$ cat config.mk
export PLATFORM = sky130hd
export DESIGN_NAME = enc_frame_ctrl
export DESIGN_NICKNAME = d
export VERILOG_FILES = /design/src/rtl/enc_frame_ctrl.sv
export SDC_FILE = /design/constraint.sdc
export NUM_CORES = 1
export LEC_CHECK = 0
export BUFFER_PORTS_ARGS = -buffer_cell sky130_fd_sc_hd__buf_4
export CORE_UTILIZATION = 35
export CTS_CLUSTER_DIAMETER = 80
export DETAILED_ROUTE_END_ITERATION = 8
export MAX_ROUTING_LAYER = met4
export PLACE_DENSITY = 0.56
export SLEW_MARGIN = 40
export SYNTH_ARGS = -nofsm -noshare
export SYNTH_HDL_FRONTEND = slang
export SYNTH_SLANG_ARGS = --single-unit
$ cat constraint.sdc
create_clock -name clk -period 4.3 [get_ports clk]
set_input_delay 0.645 -clock clk [delete_from_list [all_inputs] [get_ports clk]]
set_output_delay 0.645 -clock clk [all_outputs]
set_load 0.05 [all_outputs]
$ cat src/rtl/enc_frame_ctrl.sv
`default_nettype none
// ============================================================================
// Module   : enc_frame_ctrl
// Brief    : Frame sequencer between UART RX, convolutional encoder and UART
//            TX. Collects NBYTES bytes, streams them LSB-first into the
//            encoder, packs the 2-bit outputs into a 2*NBYTES-byte frame and
//            sends it out byte by byte over the transmitter handshake.
// Option   : define AUTO_TX_EN to skip READY and transmit as soon as the
//            frame is packed (tx_go is then ignored).
// Revision : 1.0 - initial release
// ============================================================================
module enc_frame_ctrl #(
   parameter int NBYTES  = 4,
   parameter int ENC_LAT = 1
) (
   input  logic       clk,
   input  logic       rst,
   input  logic       rx_data_ready,
   input  logic [7:0] rx_data,
   input  logic       clear,
   input  logic       tx_go,
   input  logic [2:0] k_sel,
   output logic       enc_bit,
   output logic       enc_valid,
   output logic [2:0] enc_k,
   input  logic [1:0] enc_out,
   output logic       tx_start,
   output logic [7:0] tx_data,
   input  logic       tx_busy,
   output logic       busy,
   output logic       frame_done,
   output logic       overrun
);

   localparam int IB_W = 8 * NBYTES;
   localparam int OB_W = 16 * NBYTES;
   localparam logic [3:0] LAST_BYTE = 4'(NBYTES - 1);
   localparam logic [5:0] LAST_BIT  = 6'(8 * NBYTES - 1);
   localparam logic [3:0] LAST_TX   = 4'(2 * NBYTES - 1);

   typedef enum logic [2:0] {
      S_IDLE  = 3'd0,
      S_RX    = 3'd1,
      S_ENC   = 3'd2,
      S_DRAIN = 3'd3,
      S_READY = 3'd4,
      S_TX    = 3'd5
   } state_t;

   // Per-byte transmit handshake phase
   typedef enum logic [1:0] {
      P_WAIT_IDLE = 2'd0,
      P_WAIT_HI   = 2'd1,
      P_WAIT_LO   = 2'd2
   } tx_ph_t;

   state_t            state;
   tx_ph_t            tx_ph;
   logic [IB_W-1:0]   in_buf;
   logic [OB_W-1:0]   out_buf;
   logic [3:0]        byte_cnt;
   logic [5:0]        bit_idx;
   logic [5:0]        cap_idx;
   logic [3:0]        tx_idx;
   logic [1:0]        hi_wait;
   logic [ENC_LAT-1:0] vld_sh;

   logic [IB_W-1:0]   in_next;
   logic [6:0]        byte_sh;
   logic [6:0]        cap_sh;
   logic [5:0]        bit_nxt;
   logic              byte_done;

   assign busy = (state != S_IDLE);

   // Input buffer with the incoming byte merged in at the current byte slot,
   // plus shift amounts / next bit index used by the sequencer.
   always_comb begin
      byte_sh = {byte_cnt, 3'b000};
      cap_sh  = {cap_idx, 1'b0};
      bit_nxt = bit_idx + 6'd1;
      in_next = (in_buf & ~(IB_W'(8'hFF) << byte_sh)) | (IB_W'(rx_data) << byte_sh);
      // A byte is finished when busy falls, or when busy never rose within
      // two cycles of the start pulse (transmitter missed or was instant).
      byte_done = (state == S_TX) && !tx_busy &&
                  ((tx_ph == P_WAIT_LO) || (tx_ph == P_WAIT_HI && hi_wait == 2'd2));
   end

   // Frame sequencer: receive, encode, capture, transmit
   always_ff @(posedge clk) begin
      if (rst) begin
         state      <= S_IDLE;
         tx_ph      <= P_WAIT_IDLE;
         in_buf     <= '0;
         out_buf    <= '0;
         byte_cnt   <= '0;
         bit_idx    <= '0;
         cap_idx    <= '0;
         tx_idx     <= '0;
         hi_wait    <= '0;
         vld_sh     <= '0;
         enc_bit    <= 1'b0;
         enc_valid  <= 1'b0;
         enc_k      <= 3'd3;
         tx_start   <= 1'b0;
         tx_data    <= '0;
         frame_done <= 1'b0;
         overrun    <= 1'b0;
      end else if (clear) begin
         // Abort: tx_data is left alone so an in-flight byte stays stable
         state      <= S_IDLE;
         tx_ph      <= P_WAIT_IDLE;
         byte_cnt   <= '0;
         bit_idx    <= '0;
         cap_idx    <= '0;
         tx_idx     <= '0;
         hi_wait    <= '0;
         vld_sh     <= '0;
         enc_bit    <= 1'b0;
         enc_valid  <= 1'b0;
         tx_start   <= 1'b0;
         frame_done <= 1'b0;
         overrun    <= 1'b0;
      end else begin
         tx_start   <= 1'b0;
         frame_done <= 1'b0;
         vld_sh     <= ENC_LAT'({vld_sh, enc_valid});

         if (rx_data_ready && state != S_IDLE && state != S_RX)
            overrun <= 1'b1;

         // Encoder pairs land in order; qualifier is enc_valid delayed ENC_LAT
         if (vld_sh[ENC_LAT-1]) begin
            out_buf <= (out_buf & ~(OB_W'(2'b11) << cap_sh)) | (OB_W'(enc_out) << cap_sh);
            cap_idx <= (cap_idx == LAST_BIT) ? 6'd0 : cap_idx + 6'd1;
         end

         case (state)
            S_IDLE, S_RX: begin
               if (rx_data_ready) begin
                  in_buf <= in_next;
                  if (state == S_IDLE)
                     enc_k <= k_sel;
                  if (byte_cnt == LAST_BYTE) begin
                     byte_cnt  <= '0;
                     bit_idx   <= '0;
                     enc_valid <= 1'b1;
                     enc_bit   <= in_next[0];
                     state     <= S_ENC;
                  end else begin
                     byte_cnt <= byte_cnt + 4'd1;
                     state    <= S_RX;
                  end
               end
            end
            S_ENC: begin
               if (bit_idx == LAST_BIT) begin
                  bit_idx   <= '0;
                  enc_valid <= 1'b0;
                  enc_bit   <= 1'b0;
                  state     <= S_DRAIN;
               end else begin
                  bit_idx <= bit_nxt;
                  enc_bit <= 1'(in_buf >> bit_nxt);
               end
            end
            S_DRAIN: begin
               if (vld_sh[ENC_LAT-1] && cap_idx == LAST_BIT) begin
`ifdef AUTO_TX_EN
                  tx_idx <= '0;
                  tx_ph  <= P_WAIT_IDLE;
                  state  <= S_TX;
`else
                  state  <= S_READY;
`endif
               end
            end
            S_READY: begin
`ifdef AUTO_TX_EN
               state <= S_IDLE;
`else
               if (tx_go) begin
                  tx_idx <= '0;
                  tx_ph  <= P_WAIT_IDLE;
                  state  <= S_TX;
               end
`endif
            end
            S_TX: begin
               if (byte_done) begin
                  tx_ph <= P_WAIT_IDLE;
                  if (tx_idx == LAST_TX) begin
                     tx_idx     <= '0;
                     frame_done <= 1'b1;
                     state      <= S_IDLE;
                  end else begin
                     tx_idx <= tx_idx + 4'd1;
                  end
               end else begin
                  case (tx_ph)
                     P_WAIT_IDLE: begin
                        if (!tx_busy) begin
                           tx_start <= 1'b1;
                           tx_data  <= 8'(out_buf >> {tx_idx, 3'b000});
                           hi_wait  <= '0;
                           tx_ph    <= P_WAIT_HI;
                        end
                     end
                     P_WAIT_HI: begin
                        if (tx_busy)
                           tx_ph <= P_WAIT_LO;
                        else
                           hi_wait <= hi_wait + 2'd1;
                     end
                     default: ;
                  endcase
               end
            end
            default: state <= S_IDLE;
         endcase
      end
   end

endmodule
`default_nettype wire

Word-level counts from Yosys, hierarchy flattened. Index checks and enable logic that the tools add are counted.

Add/subtract/negate cells: 5. Bitwise operators: 11. Reduce and logical (&&, ||, !) cells: 29. Equal/unequal tests: 25. Shifts and indexed selects: 6. Mux-type cells: 37.

Operators with widths (number): 64-bit AND (1); 64-bit NOT (1); 64-bit OR (1); 2-bit by 7-bit << shifter with 64-bit output (1); 2-bit by 7-bit << shifter with 64-bit output, first input constant (1); 64-bit by 7-bit right shift with 8-bit output (1); 32-bit AND (1); 32-bit NOT (1); 32-bit OR (1); 8-bit by 7-bit << shifter with 32-bit output (1); 8-bit by 7-bit << shifter with 32-bit output, first input constant (1); 32-bit by 6-bit right shift with 1-bit output (1); 6-bit two-way mux (4); 3-bit two-way mux (6); 4-bit two-way mux (4); 2-bit inequality test, second input constant (8); 3-bit one-hot mux with 5 select lines (1); 5-bit AND reduction (3); 2-bit two-way mux (7); 6-bit by 1-bit adder with 6-bit output, second input constant (2); 6-bit by 5-bit equality test with 1-bit output, second input constant (2); 2-bit one-hot mux with 2 select lines (3); 6-bit one-hot mux with 2 select lines (1); 3-bit AND reduction (3); 30 further kinds (57).

Input bits: 19. Word-level logic and storage cells: 130. Flip-flop bits (word level): 140. Output and inout bits: 17.

Longest topological paths before layout.
Depth in word-level cells: 7. Depth in mapped cells: 7. Mapped depth without buffers: 7.

Worst setup path before layout. OpenSTA, ideal clock, no wires.

Kind: register -> register. Start point: reg bit_idx[0]. End point: reg enc_bit. Period minus slack after synthesis: 2182 ps. Required time: 4168 ps. Library setup time: 132 ps. Stages on the path, launching flop included: 7. Arrival time: 2050 ps. Buffers on the path: 1. Setup slack: 2118 ps. Path through: dfxtp_1 ha_1 buf_6 mux4_1 mux4_2 a211oi_2 a221oi_2.

Longest elaborated chain between the ends: 4. Elaborated cells on any way between the ends: 5. Classes of those cells: add/sub (1); eq/ne (1); shift (1); mux (2).

RTL lines: from (decl) (RTL line 62) `logic [5:0] bit_idx;`; from (signal assigned) (RTL line 163) `bit_idx <= bit_nxt;`; 6-bit by 1-bit adder with 6-bit output (RTL line 81) `bit_nxt = bit_idx + 6'd1;`; 32-bit by 6-bit right shift with 1-bit output (RTL line 164) `enc_bit <= 1'(in_buf >> bit_nxt);`; 1-bit two-way mux * (RTL line 157) `if (bit_idx == LAST_BIT) begin`; 1-bit one-hot mux with 2 select lines * (RTL line 138) `case (state)`; to (signal assigned) (RTL line 148) `enc_bit <= in_next[0];`; to (signal assigned) (RTL line 164); to (decl) (RTL line 23) `output logic enc_bit,`.

Mark *: on every way between the ends. The rest lies on a longest branch, timed or not. A chain may end at the register's enable or synchronous reset.

Final worst setup path. Ends and elaborated chain as after synthesis.

==> flow_summary.json <==
{
  "status": "finished, violations left",
  "violations": "design-rule violations",
  "cts_buffers": 17,
  "synthSimpleGateAreaFrac_pct": 20.3,
  "fin_crit_sh_pct": 63.4,
  "rows": 49,
  "peakVddDrop_mv": 0.278,
  "synth.most_common_cell": "dfxtp_1",
  "fp.dieArea_um2": 19200,
  "antenna_found_initial": 0,
  "postLayoutCellArea_um2": 7510,
  "dieHeight_um": 139,
  "path_max_fanout": 14,
  "rr_startpoint": "bit_idx[0]",
  "drt-total-wl_um": 15700,
  "grt_pass1_vias": 5061,
  "r2r_end": "enc_bit",
  "required_ps": 4580,
  "min_period_ps": 2720,
  "mappedNetlistNets": 717,
  "vias": 5150,
  "hold_buffers": 0,
  "vias_per_cell": 5.50,
  "ant_nets": 0,
  "endpoint_kind": "register",
  "cp-start-kind": "register",
  "r2r_slack_ps": 1580,
  "nets": 723,
  "die_x_um": 139,
  "synth_area_um2": 6530,
  "synthMuxAreaShare_pct": 15.7,
  "slew_viol_final": 0,
  "avgSynthCellArea_um2": 9.49,
  "numPortBuffers": 35,
  "synth-edff-count": 0,
  "h-tree-depth": 4,
  "tightest_slew_ps": 793,
  "worstSetupPathType": "register to register",
  "cts.path.max_buffers": 2,
  "async_flop_share_pct": 0,
  "hold_slack_ps": 451,
  "wire_per_inst_um": 16.7,
  "worstSkewPairLatency_ps": 430,
  "synth_top_area_share_pct": 42.9,
  "max_cap_violations": 0,
  "first_pass_iters": 7,
  "p_leak_nw": 2.73,
  "reg2reg_depth": 5,
  "ys_types": 55,
  "layoutNonFillerInstCount": 936,
  "dp_cells": 904,
  "synth_commonest_cells": "dfxtp_1, nor2_1, a22oi_1, nand2_1, mux2i_1",
  "crit_start": "bit_idx[0]",
  "synth_top_family_by_area": "simple AND/OR/NAND/NOR gates",
  "worst_hold_path_type": "input pin to register",
  "track_usage_pct": 17.7,
  "min_from": "k_sel[1]",
  "relSlewSlack_pct": 47.1,
  "fillers": 1764,
  "finalSetupViolCount": 0,
  "synthFlopType": "dfxtp_1",
  "ys_seq_area_share_pct": 42.9,
  "finClkSkew_ps": 8.87,
  "synth_xor_xnor_area_share_pct": 0.805,
  "cp.arrival_ps": 3010,
  "synth_warnings": 0,
  "drtIter0Drc": 370,
  "synth_area_leaders": "dfxtp_1, a22oi_1, nor2_1",
  "cts_root_buf": "clkbuf_16",
  "start_util_pct": 36.0,
  "grt_pass1_wl_um": 25900,
  "dp.final_hpwl_um": 10700,
  "ys_ff_latch": 140,
  "ctsResizeCount": 0,
  "synth-compound-area-share_pct": 14.5,
  "place.gp.congestion": 0.818,
  "fin_tns_setup_ps": 0,
  "power_density_nw_per_um2": 394,
  "n_antenna_cell": 0,
  "rsz0062_at_grt": "false",
  "endpoint": "enc_bit",
  "synthAdderAreaFrac_pct": 1.92,
  "path_clk_slew_ps": 60,
  "ios": 36,
  "globalRoute.totalOverflow": 0,
  "synthCells": 688,
  "core-area_um2": 18100,
  "cts_sinks": 140,
  "finalHoldViolCount": 0,
  "synth_top_cell_by_area": "dfxtp_1",
  "cts_tree": "yes",
  "postCtsSetupBuffers": 0,
  "placed_area_um2": 6870,
  "drive_gt1_share_pct": 16.7,
  "fmax_ghz": 0.367,
  "grt_max_degree": 80,
  "drc": 4,
  "syn_to_final_growth_pct": 15.1
}
==> through the flow <==
stage	utilization, %	total power [mW]	setup WS (ps)
6_report	41.4	2.96	1580
5_1_grt	41.4	3.06	1430
4_1_cts	41.4	2.99	1570
3_5_place_dp	37.9	1.43	1590
3_3_place_gp	37.8	1.43	1690
2_1_floorplan	-	1.39	2120
==> critical path, cell delays in order (launching register included) <==
cell,delay [ps]
dfxtp_1,640
ha_1,490
mux4_1,620
mux4_2,500
a211oi_2,250
a221oi_2,80
==> cell type report <==
type,instances,area [um^2],share of cell area [%]
Inverter,8,30.0,0.400
Sequential cell,140,2800,37.3
Clock inverter,14,194,2.58
Clock buffer,18,439,5.84
Multi-Input combinational cell,490,3480,46.4
Tap cell,229,287,3.81
Timing Repair Buffer,37,278,3.70
==> how the worst min path moves through the flow <==
stage,slack [ps],endpoint,depth (start not counted)
after floorplan,430,in_buf[3],2
after global placement,440,overrun,2
after detailed placement,450,overrun,2
after CTS,440,enc_k[1],3
after global routing,450,enc_k[0],3
final,450,enc_k[1],3
==> registers in the layout, summed over array words and instances, names as in the netlist <==
register    flops
byte_cnt        4
frame_done      1
enc_valid       1
tx_data         8
hi_wait         2
tx_start        1
tx_ph           2
overrun         1
in_buf         32
enc_bit         1
cap_idx         6
vld_sh          1
state           3
bit_idx         6
enc_k           3
tx_idx          4
out_buf        64
==> cells in the final DEF (no fill, tap or decap), types with 3 or more instances in the layout <==
| cell | n |
|---|---|
| nor3_1 | 5 |
| a22oi_1 | 76 |
| nand4_1 | 3 |
| a21o_1 | 4 |
| nand2b_1 | 8 |
| nor3_4 | 3 |
| or3_1 | 9 |
| a21oi_1 | 24 |
| mux4_1 | 7 |
| bufinv_16 | 4 |
| mux4_2 | 19 |
| nor3b_1 | 4 |
| o31ai_1 | 3 |
| and2_1 | 4 |
| buf_4 | 37 |
| xor2_1 | 4 |
| mux2i_1 | 32 |
| dfxtp_1 | 139 |
| nor3_2 | 6 |
| ha_1 | 10 |
| clkinvlp_4 | 5 |
| mux2_2 | 8 |
| inv_1 | 7 |
| nand2_1 | 50 |
| a211oi_1 | 4 |
| o21ai_0 | 10 |
| and3_1 | 10 |
| clkbuf_16 | 17 |
| nand3b_1 | 8 |
| nor2_1 | 133 |
| nand3_1 | 16 |
==> power by group <==
| group | switching (mW) | internal (mW) | total (mW) |
|---|---|---|---|
| clock network | 0.573 | 0.985 | 1.56 |
| registers | 0.00647 | 1.30 | 1.31 |
| logic | 0.0603 | 0.0313 | 0.0916 |
| total | 0.639 | 2.32 | 2.96 |
==> kinds of logic (layout without fill, tap and decap cells) <==
family	after synthesis	in the layout
compound gates	133	133
xor+xnor	6	6
fa+ha+maj	10	10
buf+inv	58	77
flops	140	140
mux	66	66
simple gates	275	275
==> layer usage <==
metal / share of wire [%] / track usage [%] / vias up
met5: 0 / - / -
met3: 4.1 / 4.21 / 22
met1: 44 / 20.7 / 2527
met2: 50 / 29.1 / 98
met4: 2.1 / 7.63 / 0
li1: - / - / 2503
(Power assumes the default switching activity.)
